--- config.mk ---
export PLATFORM = sky130hd
export DESIGN_NAME = prog_loader_flat
export DESIGN_NICKNAME = d
export VERILOG_FILES = /design/src/rtl/prog_loader_if.sv /design/src/rtl/prog_loader.sv /design/src/flat_wrapper.sv
export SDC_FILE = /design/constraint.sdc
export NUM_CORES = 1
export LEC_CHECK = 0
export ABC_AREA = 1
export BUFFER_PORTS_ARGS = -buffer_cell sky130_fd_sc_hd__buf_4
export CORE_ASPECT_RATIO = 0.75
export CORE_UTILIZATION = 26
export CTS_CLUSTER_DIAMETER = 120
export CTS_CLUSTER_SIZE = 24
export DETAILED_ROUTE_END_ITERATION = 8
export PLACE_DENSITY = 0.49
export SYNTH_ARGS = -nofsm -noshare
export SYNTH_HDL_FRONTEND = slang
export SYNTH_SLANG_ARGS = --single-unit
--- constraint.sdc ---
create_clock -name clk_i -period 1.8 [get_ports clk_i]
set_input_delay 0.18 -clock clk_i [delete_from_list [all_inputs] [get_ports clk_i]]
set_output_delay 0.18 -clock clk_i [all_outputs]
set_load 0.01 [all_outputs]
--- src/rtl/prog_loader_if.sv ---
// Bundle between the program loader and its surroundings: the incoming word
// stream plus the shared byte-write port of the instruction and data memories.
interface prog_loader_if #(
   parameter int XLEN   = 32,
   parameter int ADDR_W = 12
);
   logic              s_valid;
   logic              s_ready;
   logic [XLEN-1:0]   s_data;
   logic              im_we;
   logic              dm_we;
   logic [ADDR_W-1:0] mem_addr;
   logic [7:0]        mem_byte;

   // The loader sinks the stream and drives the memory write port.
   modport slave (
      input  s_valid,
      input  s_data,
      output s_ready,
      output im_we,
      output dm_we,
      output mem_addr,
      output mem_byte
   );

   modport master (
      output s_valid,
      output s_data,
      input  s_ready,
      input  im_we,
      input  dm_we,
      input  mem_addr,
      input  mem_byte
   );
endinterface

--- src/rtl/prog_loader.sv ---
// Streams XLEN-bit words into instruction or data memory as little-endian byte
// writes, holding the core in reset until a load has finished.
module prog_loader #(
   parameter int XLEN   = 32,
   parameter int ADDR_W = 12,
   parameter int CNT_W  = 16
) (
   input  logic              clk_i,
   input  logic              rst_ni,
   input  logic              start_i,
   input  logic              target_i,
   input  logic [ADDR_W-1:0] base_addr_i,
   input  logic [CNT_W-1:0]  word_count_i,
   prog_loader_if.slave      bus,
   output logic              busy_o,
   output logic              done_o,
   output logic              cpu_reset_n_o
);

   localparam int BYTES  = XLEN / 8;
   localparam int BIDX_W = (BYTES > 1) ? $clog2(BYTES) : 1;
   localparam logic [BIDX_W-1:0] LAST_BYTE = BIDX_W'(BYTES - 1);

   typedef enum logic [1:0] {
      IDLE,
      FETCH,
      WRITE,
      DONE
   } state_t;

   state_t            state_q;
   logic              target_q;
   logic [ADDR_W-1:0] ptr_q;
   logic [CNT_W-1:0]  wordsLeft_q;
   logic [XLEN-1:0]   shift_q;
   logic [BIDX_W-1:0] byteIdx_q;
   logic              imWe_q;
   logic              dmWe_q;
   logic [ADDR_W-1:0] memAddr_q;
   logic [7:0]        memByte_q;
   logic              busy_q;
   logic              done_q;
   logic              cpuResetN_q;
   logic              loaded_q;
   logic              sReady;

   assign sReady = (state_q == FETCH);

   // loaded_q remembers that at least one load finished since reset, so the
   // core is only released once a real program is in place.
   always_ff @(posedge clk_i or negedge rst_ni) begin
      if (!rst_ni) begin
         state_q     <= IDLE;
         target_q    <= 1'b0;
         ptr_q       <= '0;
         wordsLeft_q <= '0;
         shift_q     <= '0;
         byteIdx_q   <= '0;
         imWe_q      <= 1'b0;
         dmWe_q      <= 1'b0;
         memAddr_q   <= '0;
         memByte_q   <= '0;
         busy_q      <= 1'b0;
         done_q      <= 1'b0;
         cpuResetN_q <= 1'b0;
         loaded_q    <= 1'b0;
      end else begin
         imWe_q <= 1'b0;
         dmWe_q <= 1'b0;
         done_q <= 1'b0;
         case (state_q)
            IDLE: begin
               if (start_i) begin
                  target_q    <= target_i;
                  ptr_q       <= base_addr_i;
                  wordsLeft_q <= word_count_i;
                  cpuResetN_q <= 1'b0;
                  busy_q      <= 1'b1;
                  state_q     <= (word_count_i == '0) ? DONE : FETCH;
               end else if (loaded_q) begin
                  cpuResetN_q <= 1'b1;
               end
            end
            FETCH: begin
               if (bus.s_valid && sReady) begin
                  shift_q   <= bus.s_data;
                  byteIdx_q <= '0;
                  state_q   <= WRITE;
               end
            end
            WRITE: begin
               imWe_q    <= ~target_q;
               dmWe_q    <= target_q;
               memAddr_q <= ptr_q;
               memByte_q <= shift_q[7:0];
               shift_q   <= shift_q >> 8;
               ptr_q     <= ptr_q + ADDR_W'(1);
               byteIdx_q <= byteIdx_q + BIDX_W'(1);
               if (byteIdx_q == LAST_BYTE) begin
                  wordsLeft_q <= wordsLeft_q - CNT_W'(1);
                  state_q     <= (wordsLeft_q == CNT_W'(1)) ? DONE : FETCH;
               end
            end
            DONE: begin
               done_q   <= 1'b1;
               loaded_q <= 1'b1;
               busy_q   <= 1'b0;
               state_q  <= IDLE;
            end
            default: begin
               state_q <= IDLE;
            end
         endcase
      end
   end

   assign bus.s_ready   = sReady;
   assign bus.im_we     = imWe_q;
   assign bus.dm_we     = dmWe_q;
   assign bus.mem_addr  = memAddr_q;
   assign bus.mem_byte  = memByte_q;
   assign busy_o        = busy_q;
   assign done_o        = done_q;
   assign cpu_reset_n_o = cpuResetN_q;

endmodule

--- src/flat_wrapper.sv ---
// flat-port wrapper written by rule: the top's interface ports become plain ports
module prog_loader_flat 
#(
   parameter int XLEN   = 32,
   parameter int ADDR_W = 12,
   parameter int CNT_W  = 16
)
  (clk_i, rst_ni, start_i, target_i, base_addr_i, word_count_i, busy_o, done_o, cpu_reset_n_o, bus_s_valid, bus_s_data, bus_s_ready, bus_im_we, bus_dm_we, bus_mem_addr, bus_mem_byte);
  prog_loader_if #(.XLEN(XLEN), .ADDR_W(ADDR_W)) bus_i ();
  input  logic clk_i;
  input  logic rst_ni;
  input  logic start_i;
  input  logic target_i;
  input  logic [ADDR_W-1:0] base_addr_i;
  input  logic [CNT_W-1:0] word_count_i;
  output logic busy_o;
  output logic done_o;
  output logic cpu_reset_n_o;
  input wire logic [$bits(bus_i.s_valid)-1:0] bus_s_valid;
  input wire logic [$bits(bus_i.s_data)-1:0] bus_s_data;
  output wire logic [$bits(bus_i.s_ready)-1:0] bus_s_ready;
  output wire logic [$bits(bus_i.im_we)-1:0] bus_im_we;
  output wire logic [$bits(bus_i.dm_we)-1:0] bus_dm_we;
  output wire logic [$bits(bus_i.mem_addr)-1:0] bus_mem_addr;
  output wire logic [$bits(bus_i.mem_byte)-1:0] bus_mem_byte;
  assign bus_i.s_valid = bus_s_valid;
  assign bus_i.s_data = bus_s_data;
  assign bus_s_ready = bus_i.s_ready;
  assign bus_im_we = bus_i.im_we;
  assign bus_dm_we = bus_i.dm_we;
  assign bus_mem_addr = bus_i.mem_addr;
  assign bus_mem_byte = bus_i.mem_byte;
  prog_loader #(.XLEN(XLEN), .ADDR_W(ADDR_W), .CNT_W(CNT_W)) u_core (.clk_i(clk_i), .rst_ni(rst_ni), .start_i(start_i), .target_i(target_i), .base_addr_i(base_addr_i), .word_count_i(word_count_i), .bus(bus_i), .busy_o(busy_o), .done_o(done_o), .cpu_reset_n_o(cpu_reset_n_o));
endmodule
==> results of run 1 <==
-- sequential cells by signal, summed over array words and instances (netlist names), 2 cells and up --
name	flops
u_core.state_q	2
u_core.shift_q	32
u_core.ptr_q	12
u_core.byteIdx_q	2
u_core.bus.mem_addr	12
u_core.wordsLeft_q	16
u_core.bus.mem_byte	8
-- logic make-up (layout without fill, tap and decap cells) --
group / Yosys count / after routing
AND/OR/NAND/NOR: 287 / 287
buffers and inverters: 109 / 199
adder cells (fa/ha/maj): 4 / 4
AO/OA/AOI/OAI: 120 / 120
flip-flops: 91 / 91
-- worst max-delay path by stage --
stage,end,cells after the start
2_1_floorplan,u_core.wordsLeft_q[10],11
3_3_place_gp,u_core.ptr_q[8],8
3_5_place_dp,u_core.wordsLeft_q[2],7
4_1_cts,u_core.wordsLeft_q[2],7
5_1_grt,u_core.ptr_q[4],6
6_report,u_core.ptr_q[4],6
-- cell type report --
type | instances | area (sq um)
multi-input combinational | 411 | 1920
clock buffer | 11 | 243
inverter | 81 | 307
clock inverter | 5 | 36.3
sequential | 91 | 2280
tap | 242 | 303
fill | 1938 | 11800
timing repair buffer | 102 | 806
-- Yosys cell counts, types with 4 or more instances --
library cell	count	area (sq um)
a21oi_1	11	55.1
a22oi_1	4	30.0
buf_2	13	65.1
buf_4	4	30.0
buf_6	8	90.1
dfrtp_1	91	2280
ha_1	4	50.1
inv_1	77	289
nand2_1	172	646
nand3_1	30	150
nor2_1	70	263
o211ai_1	28	210
o21ai_0	47	235
o21ai_1	21	105
-- power by group through the flow --
stage	combinational, mW	clock (mW)	sequential (mW)
2_1_floorplan	3.37	0	3.62
3_3_place_gp	4.70	0	3.66
3_5_place_dp	4.76	0	3.68
4_1_cts	4.78	1.87	3.64
5_1_grt	5.45	1.95	3.78
6_report	4.73	1.79	3.64
-- tightest hold or removal path, stage by stage --
cell,delay [ns]
buf_4,0.08
nand2_1,0.04
o21ai_0,0.06
-- metal layers --
metal	vias up	GRT usage, %	part of all wire [%]
met5	-	0	0
met3	7	4.18	6.0
li1	2122	-	-
met1	1893	21.1	52
met4	0	4.43	0.77
met2	104	19.6	42
-- repair_timing --
item | CTS | global route
endpoints found under the hold margin | 33 | 0
gates resized for setup | 0 | 2
endpoints found under the setup margin | 0 | 2
hold buffers | 1 | 0
-- per-stage QoR --
stage / instances / hold slack [ns] / area, sq um / power [mW]
floorplan: 611 / -0.116 / 4690 / 7.00
CTS: 943 / 0.0453 / 5880 / 10.3
global placement: 926 / 0.190 / 5590 / 8.35
finish: 943 / 0.0575 / 5890 / 10.2
detailed placement: 926 / 0.194 / 5590 / 8.44
global route: 943 / 0.0728 / 5890 / 11.2
==> impl_metrics.yaml, run 1 <==
cts:
  clk_path_buf_depth: 2
  root_buffer: "clkbuf_16"
  clk_latency_ns: 0.34
  cts.clk_slew.worst_paths_ns: 0.07
  cts_tree: "done"
  ctsHtreeMaxLevel: 3
  numCtsBuffers: 9
  post_cts_buffers: 0
  cts_sinks: 91
power_and_ir_drop:
  intPower_mw: 5.80
  p_per_area_nw_per_um2: 1730
  p_comb_share_pct: 46.5
  power_leakage_nw: 2.89
  sequentialPowerShare_pct: 35.8
  power.share.clock_pct: 17.7
  swShare_pct: 42.9
  p_sw_mw: 4.36
  irDropWorstVdd_v: 0.000627
sta:
  finalClockSkew_ns: 0.00626
  fin_ws_ns: 0.162
  period_share_pct: 91.0
  relSlewSlack_pct: 65.5
  rsz0062_at_grt: "no"
  worst_pin_slew_ns: 0.518
  tns_ns: 0
  finalSetupViolations: 0
  finalHoldViolations: 0
  min_period_ns: 1.64
  timing.fmax_mhz: 611
  drv_slew: 0
critical_path:
  crit_path_start: "u_core.state_q[1]"
  critPathBufInv: 2
  crit_fanout: 23
  cp-end-kind: "flop"
  reg2reg_slack_ns: 0.16
  slowest_delay_ns: 0.49
  r2r_start: "u_core.state_q[1]"
  reg2reg_depth: 6
  crit_path_frequent_cell: "buf_4"
  path_cells: "nand2_4 > buf_4 > buf_4 > nor2_1 > a22oi_1 > o21ai_0"
  path_delay_family: "buffers and inverters"
  r2r-end: "u_core.ptr_q[4]"
  worstSetupPathType: "reg -> reg"
  required_ns: 2.03
  slowest_stage: "dfrtp_1"
  critPathArrivalTime_ns: 1.86
  crit_path_start_kind: "flop"
run:
  maxCapViolCount: 0
synthesis:
  synth_compound_area_share_pct: 15.0
  synth-seq-cells: 91
  synth_cell_types: 32
  synth_nets: 680
  synth_async_sr_flop_share_pct: 100
  synth_area_sq_um: 4690
  synth-xor-area-share_pct: 0
  synth-simple-area-share_pct: 24.6
  synth.area.mux_share_pct: 0
  yosysSeqAreaShare_pct: 48.6
  synthCells: 611
  synthAdderAreaFrac_pct: 1.07
  synthFlopType: "dfrtp_1"
  synth_top_family_by_area: "simple AND/OR/NAND/NOR gates"
  synth_edf_count: 0
  ys_warn_count: 0
  syn_avg_cell_area_sq_um: 7.68
final_layout:
  diodes: 0
  finalCoreUtilization_pct: 33.3
  layout_commonest_cell: "nand2_1"
  layout.nets: 765
  area_growth_pct: 25.5
  layout-drive-gt1-share_pct: 18.5
  most-common-layout-cells: "nand2_1 (172), buf_4 (98), dfrtp_1 (91), inv_1 (77), nor2_1 (69)"
placement:
  routabilityCongestion: 0.852
  post-place-ws_ns: 0.156
  hpwl_mm: 9.09
  port_buffers: 90
route:
  vias: 4126
  via_per_inst: 4.38
  wl_per_cell_microns: 13.1
  drt_wl_total_mm: 12.3
  first_pass_iters: 5
  postRouteAntennaNets: 0
  initialDrtViolationCount: 283
  drc_errors: 0
min_path:
  holdCritStartpoint: "target_i"
  min_path_cells: 3
  hold_path.class: "in -> reg"
  hold_end: "u_core.target_q"
grt:
  grt_max_degree: 51
  grt_pass1_vias: 3921
  antenna_found_initial: 0
  grt_overflow: 0
  grt_usage_pct: 14.2
  grt_pass1_wl_mm: 20.4
floorplanning:
  core_area_sq_um: 17700
  die_w_microns: 157
  rows: 42
  die_height_microns: 118
  fp.dieArea_sq_um: 18600
  initial_core_util_pct: 26.6
  io_pins: 91
status:
  status: "finished clean"
Note: power is estimated with default switching activity, not from simulation.
==> run 2: changes to the inputs <==
Settings changed: RECOVER_POWER set to 100.
==> impl_metrics.yaml, run 2 (same netlist as run 1, synthesis figures left out) <==
status:
  status: "finished clean"
critical_path:
  slowest_stage: "dfrtp_1"
  path_delay_family: "flip-flops"
  crit_path_start_kind: "flop"
  reg2reg_depth: 6
  critPathBufInv: 2
  r2r_start: "u_core.state_q[1]"
  critPathArrivalTime_ns: 1.47
  slowest_delay_ns: 0.48
  crit_fanout: 10
  required_ns: 1.62
  cp-end-kind: "output port"
  path_cells: "nor2_1 > clkbuf_2 > buf_4"
  r2r-end: "u_core.ptr_q[4]"
  worstSetupPathType: "reg -> out"
  reg2reg_slack_ns: 0.18
grt:
  grt_pass1_vias: 3921
  grt_overflow: 0
  grt_pass1_wl_mm: 20.4
  grt_usage_pct: 14.2
  antenna_found_initial: 0
  grt_max_degree: 51
placement:
  routabilityCongestion: 0.852
  placedCellCount: 926
  hpwl_mm: 9.09
  port_buffers: 90
power_and_ir_drop:
  power_leakage_nw: 2.79
  p_per_area_nw_per_um2: 1710
  swShare_pct: 43.8
  p_total_mw: 9.89
  sequentialPowerShare_pct: 36.7
  intPower_mw: 5.57
  irDropWorstVdd_v: 0.000615
  p_comb_share_pct: 45.2
  p_sw_mw: 4.33
  power.share.clock_pct: 18.1
route:
  drt_wl_total_mm: 12.4
  wl_per_cell_microns: 13.2
  via_per_inst: 4.35
  vias: 4106
  postRouteAntennaNets: 0
  initialDrtViolationCount: 309
  first_pass_iters: 5
  drc_errors: 0
sta:
  timing.fmax_mhz: 606
  worst_pin_slew_ns: 0.981
  period_share_pct: 91.7
  finalClockSkew_ns: 0.00622
  finalSetupViolations: 0
  finalHoldViolations: 0
  tns_ns: 0
  rsz0062_at_grt: "no"
  relSlewSlack_pct: 34.6
  min_period_ns: 1.65
  drv_slew: 0
final_layout:
  final_cells: 943
  reg.largest.list: "u_core.shift_q (32), u_core.wordsLeft_q (16)"
  most-common-layout-cells: "nand2_1 (172), dfrtp_1 (91), inv_1 (77), nor2_1 (71), buf_4 (69)"
  layout.nets: 765
  largest_register_ffs: 32
  regMostFlops: "u_core.shift_q"
  diodes: 0
  layout_commonest_cell: "nand2_1"
  layout-drive-gt1-share_pct: 14.7
  area_growth_pct: 23.1
min_path:
  hold_end: "u_core.target_q"
  hold_path.class: "in -> reg"
  min_path_cells: 3
  holdCritStartpoint: "target_i"
floorplanning:
  die_w_microns: 157
  initial_core_util_pct: 26.6
  fp.dieArea_sq_um: 18600
  core_area_sq_um: 17700
  io_pins: 91
  die_height_microns: 118
  rows: 42
cts:
  numCtsBuffers: 9
  root_buffer: "clkbuf_16"
  clk_latency_ns: 0.34
  cts_sinks: 91
  cts_tree: "done"
  cts.clk_slew.worst_paths_ns: 0.06
  clk_path_buf_depth: 2
  ctsHtreeMaxLevel: 3
  post_cts_buffers: 0
run:
  maxCapViolCount: 0
==> run 2: repair_timing <==
item	in CTS	in global routing
hold endpoints to repair	33	0
setup endpoints to repair	0	2
hold buffers	1	0
resized for setup	0	2
==> run 2: how the worst max path moves through the flow <==
stage                                   to  cells after the start  slack (ns)                   from
global route            u_core.shift_q[25]                      3        0.05                 rst_ni
global placement           u_core.ptr_q[8]                      8        0.22      u_core.state_q[1]
detailed placement   u_core.wordsLeft_q[2]                      7        0.16      u_core.state_q[1]
CTS                  u_core.wordsLeft_q[2]                      7        0.15      u_core.state_q[1]
finish                         bus_s_ready                      3        0.15      u_core.state_q[1]
floorplan           u_core.wordsLeft_q[10]                     11        0.51  u_core.wordsLeft_q[0]
==> run 2: final cells by class <==
type / count / area (sq um)
multi-input cells: 411 / 1910
repair buffers: 102 / 696
flip-flops and latches: 91 / 2280
inverters: 81 / 307
clock buffers: 11 / 243
fillers: 1952 / 11900
clock inverters: 5 / 36.3
well taps: 242 / 303
==> run 2: routing by layer <==
metal	GRT usage (%)	part of all wire (%)	up-vias
li1	-	-	2112
met1	21.1	52	1887
met2	19.6	41	102
met3	4.18	5.9	5
met4	4.43	0.69	0
met5	0	0	-
==> run 2: per-stage QoR <==
stage / setup WS, ns / area [sq um] / hold WS (ns) / utilization (%)
finish: 0.150 / 5770 / 0.0583 / 32.7
global route: 0.0515 / 5770 / 0.0728 / 32.7
CTS: 0.155 / 5880 / 0.0453 / 33.3
detailed placement: 0.156 / 5590 / 0.194 / 31.7
global placement: 0.216 / 5590 / 0.190 / 31.7
floorplan: 0.508 / 4690 / -0.116 / -
==> run 2: tightest hold or removal path, cell delays in order <==
cell and delay [ns]:
buf_4 0.08, nand2_1 0.04, o21ai_0 0.06
==> run 2: power groups by stage <==
stage	clock network, mW	registers [mW]	logic, mW
after floorplan	0	3.62	3.37
final	1.79	3.63	4.47
after global routing	1.95	3.76	5.17
after global placement	0	3.66	4.70
after detailed placement	0	3.68	4.76
after CTS	1.87	3.64	4.78
